File: config.mk
export PLATFORM = sky130hd
export DESIGN_NAME = paddle_ctrl
export DESIGN_NICKNAME = d
export VERILOG_FILES = /design/src/rtl/paddle_ctrl.sv
export SDC_FILE = /design/constraint.sdc
export NUM_CORES = 1
export LEC_CHECK = 0
export CAP_MARGIN = 30
export CORE_MARGIN = 3
export CORE_UTILIZATION = 42
export DETAILED_ROUTE_END_ITERATION = 12
export PLACE_DENSITY_LB_ADDON = 0.15
export SLEW_MARGIN = 20
export SYNTH_ARGS = -nofsm -noshare
export SYNTH_HDL_FRONTEND = slang
export SYNTH_SLANG_ARGS = --single-unit
File: constraint.sdc
create_clock -name clk -period 16.74 [get_ports clk]
set_clock_uncertainty 0.1 [all_clocks]
set_input_delay 3.348 -clock clk [delete_from_list [all_inputs] [get_ports clk]]
set_output_delay 3.348 -clock clk [all_outputs]
set_load 0.1 [all_outputs]
File: src/rtl/paddle_ctrl.sv
// Paddle position controller for the pong playfield.
// Keeps the paddle as a registered left-edge position, steps it from a
// quadrature encoder count, with optional acceleration on fast spins, or from
// a CPU target column in auto mode. The occupancy mask is derived from the
// position and the currently selected paddle width.
module paddle_ctrl #(
  parameter int FIELD_W      = 16,
  parameter int PW0          = 8,
  parameter int PW1          = 6,
  parameter int PW2          = 4,
  parameter int PW3          = 3,
  parameter int STEP_FAST    = 2,
  parameter int ACCEL_WINDOW = 1000,
  parameter int AUTO_DIV     = 4096
) (
  input  logic                       clk,
  input  logic                       reset,
  input  logic [1:0]                 width,
  input  logic [1:0]                 encoder_value,
  input  logic                       auto_mode,
  input  logic [$clog2(FIELD_W)-1:0] target_col,
  output logic [FIELD_W-1:0]         paddle_o,
  output logic [$clog2(FIELD_W)-1:0] pos_o,
  output logic                       at_min,
  output logic                       at_max,
  output logic                       moved
);

  localparam int PW = $clog2(FIELD_W);
  localparam int WW = $clog2(FIELD_W + 1);
  // Signed width for position arithmetic: holds pos + STEP_FAST and
  // pos - STEP_FAST without wrapping.
  localparam int CW = $clog2(FIELD_W + STEP_FAST + 1) + 2;
  localparam int RW = $clog2(ACCEL_WINDOW + 1);
  localparam int AW = (AUTO_DIV > 1) ? $clog2(AUTO_DIV) : 1;

  localparam logic [PW-1:0] POS_RESET  = PW'((FIELD_W - PW0) / 2);
  localparam logic [RW-1:0] RUN_SAT    = RW'(ACCEL_WINDOW);
  localparam logic [AW-1:0] AUTO_LAST  = AW'(AUTO_DIV - 1);

  // LEFT moves toward column 0, RIGHT toward column FIELD_W-1.
  typedef enum logic [1:0] {
    DIR_NONE  = 2'd0,
    DIR_LEFT  = 2'd1,
    DIR_RIGHT = 2'd2
  } dir_e;

  logic [PW-1:0] pos_q, pos_d;
  logic [1:0]    prev_q;
  logic          primed_q;
  dir_e          last_dir_q, last_dir_d;
  logic [RW-1:0] run_cnt_q, run_cnt_d;
  logic [AW-1:0] auto_cnt_q, auto_cnt_d;
  logic          moved_q, moved_d;

  logic [WW-1:0]        w;
  logic [1:0]           diff;
  dir_e                 enc_dir;
  dir_e                 step_dir;
  logic                 fast;
  logic signed [CW-1:0] pos_s, lim_s, centre_s, target_s, step_s, cand_s, clamp_s;

  // Decode the selected paddle width.
  always_comb begin
    // NOTE: every signal driven here gets a value on every path (default
    // first), otherwise synthesis infers a latch to hold the old value.
    w = WW'(PW0);
    case (width)
      2'd1:    w = WW'(PW1);
      2'd2:    w = WW'(PW2);
      2'd3:    w = WW'(PW3);
      default: w = WW'(PW0);
    endcase
  end

  assign pos_s    = $signed(CW'(pos_q));
  assign lim_s    = $signed(CW'(FIELD_W)) - $signed(CW'(w));
  assign centre_s = pos_s + $signed(CW'(w >> 1));
  assign target_s = $signed(CW'(target_col));

  // Encoder/auto step decision, acceleration bookkeeping and clamped next position.
  always_comb begin
    diff       = encoder_value - prev_q;
    enc_dir    = DIR_NONE;
    step_dir   = DIR_NONE;
    fast       = 1'b0;
    last_dir_d = last_dir_q;
    run_cnt_d  = run_cnt_q;
    auto_cnt_d = auto_cnt_q;

    // +1 is a step toward column 0, -1 toward the far wall; 0 and the
    // ambiguous half-turn (2'b10) produce no step.
    if (diff == 2'b01) begin
      enc_dir = DIR_LEFT;
    end else if (diff == 2'b11) begin
      enc_dir = DIR_RIGHT;
    end

    if (!auto_mode) begin
      auto_cnt_d = '0;
    end

    // The first cycle after reset only captures the encoder count.
    if (primed_q) begin
      if (auto_mode) begin
        if (auto_cnt_q == AUTO_LAST) begin
          auto_cnt_d = '0;
          if (target_s < centre_s) begin
            step_dir = DIR_LEFT;
          end else if (target_s > centre_s) begin
            step_dir = DIR_RIGHT;
          end
        end else begin
          auto_cnt_d = auto_cnt_q + AW'(1);
        end
      end else if (enc_dir != DIR_NONE) begin
        step_dir   = enc_dir;
        fast       = (enc_dir == last_dir_q) && (run_cnt_q < RUN_SAT);
        last_dir_d = enc_dir;
        run_cnt_d  = '0;
      end else if (run_cnt_q < RUN_SAT) begin
        run_cnt_d = run_cnt_q + RW'(1);
      end
    end

    step_s = fast ? $signed(CW'(STEP_FAST)) : $signed(CW'(1));
    case (step_dir)
      DIR_LEFT:  cand_s = pos_s - step_s;
      DIR_RIGHT: cand_s = pos_s + step_s;
      default:   cand_s = pos_s;
    endcase

    // Clamp every cycle so a width change that overhangs the right wall
    // pulls the paddle back in even without a step.
    clamp_s = cand_s;
    if (cand_s < $signed(CW'(0))) begin
      clamp_s = '0;
    end else if (cand_s > lim_s) begin
      clamp_s = lim_s;
    end

    pos_d   = PW'(clamp_s);
    moved_d = (pos_d != pos_q);
  end

  // State registers.
  always_ff @(posedge clk or negedge reset) begin
    if (!reset) begin
      pos_q      <= POS_RESET;
      prev_q     <= '0;
      primed_q   <= 1'b0;
      last_dir_q <= DIR_NONE;
      run_cnt_q  <= RUN_SAT;
      auto_cnt_q <= '0;
      moved_q    <= 1'b0;
    end else begin
      // NOTE: non-blocking assignments so every register samples the values
      // from before this edge, independent of statement order.
      pos_q      <= pos_d;
      prev_q     <= encoder_value;
      primed_q   <= 1'b1;
      last_dir_q <= last_dir_d;
      run_cnt_q  <= run_cnt_d;
      auto_cnt_q <= auto_cnt_d;
      moved_q    <= moved_d;
    end
  end

  // Occupancy mask: columns pos .. pos+w-1.
  always_comb begin
    paddle_o = '0;
    for (int i = 0; i < FIELD_W; i++) begin
      paddle_o[i] = (i >= int'(pos_q)) && (i < int'(pos_q) + int'(w));
    end
  end

  assign pos_o  = pos_q;
  assign at_min = (pos_q == '0);
  assign at_max = (pos_s == lim_s);
  assign moved  = moved_q;

endmodule

==> impl_metrics.tcl <==
set metrics [dict create \
    critical_path.startpoint_type "input port" \
    total_of_endpoints_with_negative_setup_slack_in_the_final_report 0 \
    floorplan.initialDensity 0.4427 \
    synth_flop_cell "dfrtp_1" \
    grt_remaining_overflow 0 \
    synth.top_cells.by_count "48 x nor2_1, 27 x ha_1, 25 x dfrtp_1, 25 x nand2_1, 21 x xor2_1" \
    drt-wirelength-per-cell_microns 13.24 \
    final_core_utilization 0.5276 \
    status "complete, no violations" \
    route.detailed.vias_per_inst 5.243 \
    timing.critical_path.from "width[0]" \
    synth_cells 312 \
    synth-async-reset-ratio 1.000 \
    combinational_family_with_the_most_area_after_synthesis "simple AND/OR/NAND/NOR gates" \
    port-buffer-count 33 \
    worstPathMaxFanout 8 \
    max_clock_freq_mhz 94.18 \
    adder_cell_share_of_the_synthesized_area 0.1567 \
    grt_max_degree 33 \
    syn_nets 353 \
    synth_top_cell_by_area "dfrtp_1" \
    area_growth_pct 19.18 \
    final_period_minus_worst_setup_slack_ns 10.62 \
    cts_sinks 32 \
    syn_area_sq_um 2668 \
    detailedPlacementHpwl_mm 4.148 \
    num_io_pins 34 \
    seq_area_sq_um 809.5 \
    synth_xor_xnor_area_share 0.1083 \
    detail_route.drc_violations 0 \
    final.period_utilization 0.6343 \
    worst_slew_margin_rel 0.3444 \
    yosys.area_share.simple 0.2172 \
    clock_latency_on_the_worst_skew_pair_ns 0.29 \
    rsz0062_at_grt "false" \
    drtPass1Iterations 4 \
    area_share_of_the_largest_cell_type_after_synthesis 0.2345 \
    grt_pass1_vias 2092 \
    htree_num_levels 2 \
    fraction_of_layout_instances_using_a_drive_strength_above_1 0.07826 \
    clk_pin_slew_worst_paths_ns 0.06 \
    nNetsFinal 385 \
    setup.worst_path.class "input port to output pin" \
    multi_input_comb_area_sq_um 1744 \
    cts_tree "done" \
    initialDrtViolationCount 75 \
    synth_enable_flop_cells 0 \
    cts_buffer_depth 2 \
    synth_seq_area_share 0.3035 \
    cp.required_ns 13.29 \
    grt_first_pass_wirelength_mm 9.756 \
    fin_setup_tns_ns 0 \
    finalMaxSlewViolations 0 \
    synth_cell_type_count 52 \
    finalHoldViolCount 0 \
    vias 2202 \
    design.die.area_sq_um 7344 \
    yosys-top-cells-area "dfrtp_1 23%, ha_1 13%, dfstp_2 6.9%" \
    core_sq_um 6026 \
    holdBufCountCts 0 \
    drt.antenna.violating_nets 0 \
    synth-compound-area-share 0.1510 \
    worstMarginPinSlew_ns 0.9803 \
    avgSynthCellArea_sq_um 8.550 \
    diodes 0 \
    cts_post_setup_buffers_inserted 0 \
    core.rowCount 28 \
    fillerInstances 588 \
    hold_path.class "register to register" \
    cp-end-kind "output pin" \
    yosys_warnings 0 \
    number_of_max_cap_violations 0 \
    postCtsResizedCells 0 \
    wirelength_mm 5.562 \
    synth.mux.area_fraction 0.01923 \
    initial_antenna_violation_count 0 \
    gp_routability_congestion 0.8627 \
    cts.root.buffer_cell "clkbuf_8" \
    hold_path_startpoint "last_dir_q[1]$_DFFE_PN0P_" \
    numCtsBuffers 5 \
    worstPathArrival_ns 7.17 \
    die_h_microns 85.70 \
    worst_reg2reg_startpoint "pos_o[0]$_DFF_PN0_" \
    fp.dieW_microns 85.70 \
    top_count_cell_post_synth "nor2_1" \
    ys_ff_latch 32 \
    gr_util_all_layers 0.1611 \
]
[critical path, cell delays in order]
cell and delay [ns]:
clkdlybuf4s50_1 0.58, ha_1 0.36, ha_1 0.24, fa_1 0.40, maj3_1 0.35, a22o_1 0.28
nor2_1 0.45, a221oi_1 0.15, clkdlybuf4s50_1 0.99
[worst paths after layout]
check | to | slack, ns | cells after the start
worst max register to register | moved$_DFF_PN0_ | 11.04 | 24
min in group asynchronous | run_cnt_q[2]$_DFFE_PN0P_ | 3.36 | 2
max in group asynchronous | pos_o[2]$_DFF_PN1_ | 12.85 | 2
worst min-delay path | last_dir_q[1]$_DFFE_PN0P_ | 0.41 | 1
worst max-delay path | paddle_o[5] | 6.12 | 9
worst min register to register | last_dir_q[1]$_DFFE_PN0P_ | 0.41 | 1
[per-layer routing]
layer,track usage,vias up,part of all wire
met2,0.2380,35,0.42
met3,0.04035,4,0.033
li1,-,1148,-
met5,0,-,0
met4,0.03309,0,0.0056
met1,0.2383,1015,0.54
[cell usage in the layout, fill, tap and decap left out, types with 2 or more instances in the layout]
cell,synthesis,routed
nor2_1,48,48
clkdlybuf4s50_1,0,33
ha_1,27,27
nand2_1,25,25
dfrtp_1,25,25
xor2_1,21,21
inv_1,18,18
a21oi_1,14,14
xnor2_1,12,12
nand3_1,10,10
o21ai_0,9,9
nand4_1,9,9
dfstp_2,7,7
nor2b_1,6,6
nor3_1,5,5
a221oi_1,5,5
or2_2,5,5
clkbuf_8,0,5
mux2i_1,4,4
a211oi_1,4,4
nand2b_1,3,3
o21a_1,3,3
or3_1,3,3
a21o_1,3,3
fa_1,3,3
buf_4,0,3
maj3_1,2,2
and2_1,2,2
and3_1,2,2
a31oi_1,2,2
a41oi_1,2,2
[registers in the layout, summed over array words and instances, names as in the netlist]
register,count
auto_cnt_q,12
run_cnt_q,10
pos_o,4
last_dir_q,2
prev_q,2
moved,1
primed_q,1
[logic make-up (layout without fill, tap and decap cells)]
logic type / Yosys count / count (layout)
XOR/XNOR: 33 / 33
other: 1 / 1
buffers and inverters: 29 / 62
adder cells (fa/ha/maj): 32 / 32
AND/OR/NAND/NOR: 123 / 123
AO/OA/AOI/OAI: 57 / 57
flip-flops: 32 / 32
multiplexers: 5 / 5
[layout make-up]
| type | count | share of cell area |
|---|---|---|
| multi-input cells | 251 | 0.5486 |
| flip-flops and latches | 32 | 0.2546 |
| repair buffers | 36 | 0.1110 |
| well taps | 75 | 0.02952 |
| clock buffers | 5 | 0.02165 |
| inverters | 18 | 0.02125 |
| clock inverters | 3 | 0.01338 |
[through the flow]
stage / area [sq um] / hold slack, ns / setup slack [ns] / instances
after floorplan: 2668 / 0.3722 / 5.594 / 312
after global placement: 3068 / 0.3955 / 6.204 / 412
after detailed placement: 3068 / 0.3974 / 6.145 / 412
after CTS: 3179 / 0.4136 / 6.142 / 420
after global routing: 3179 / 0.4364 / 5.938 / 420
final: 3179 / 0.4090 / 6.122 / 420
Power is not shown: default switching activity piles up to over one toggle a cycle in this logic, so the estimate is an artifact.
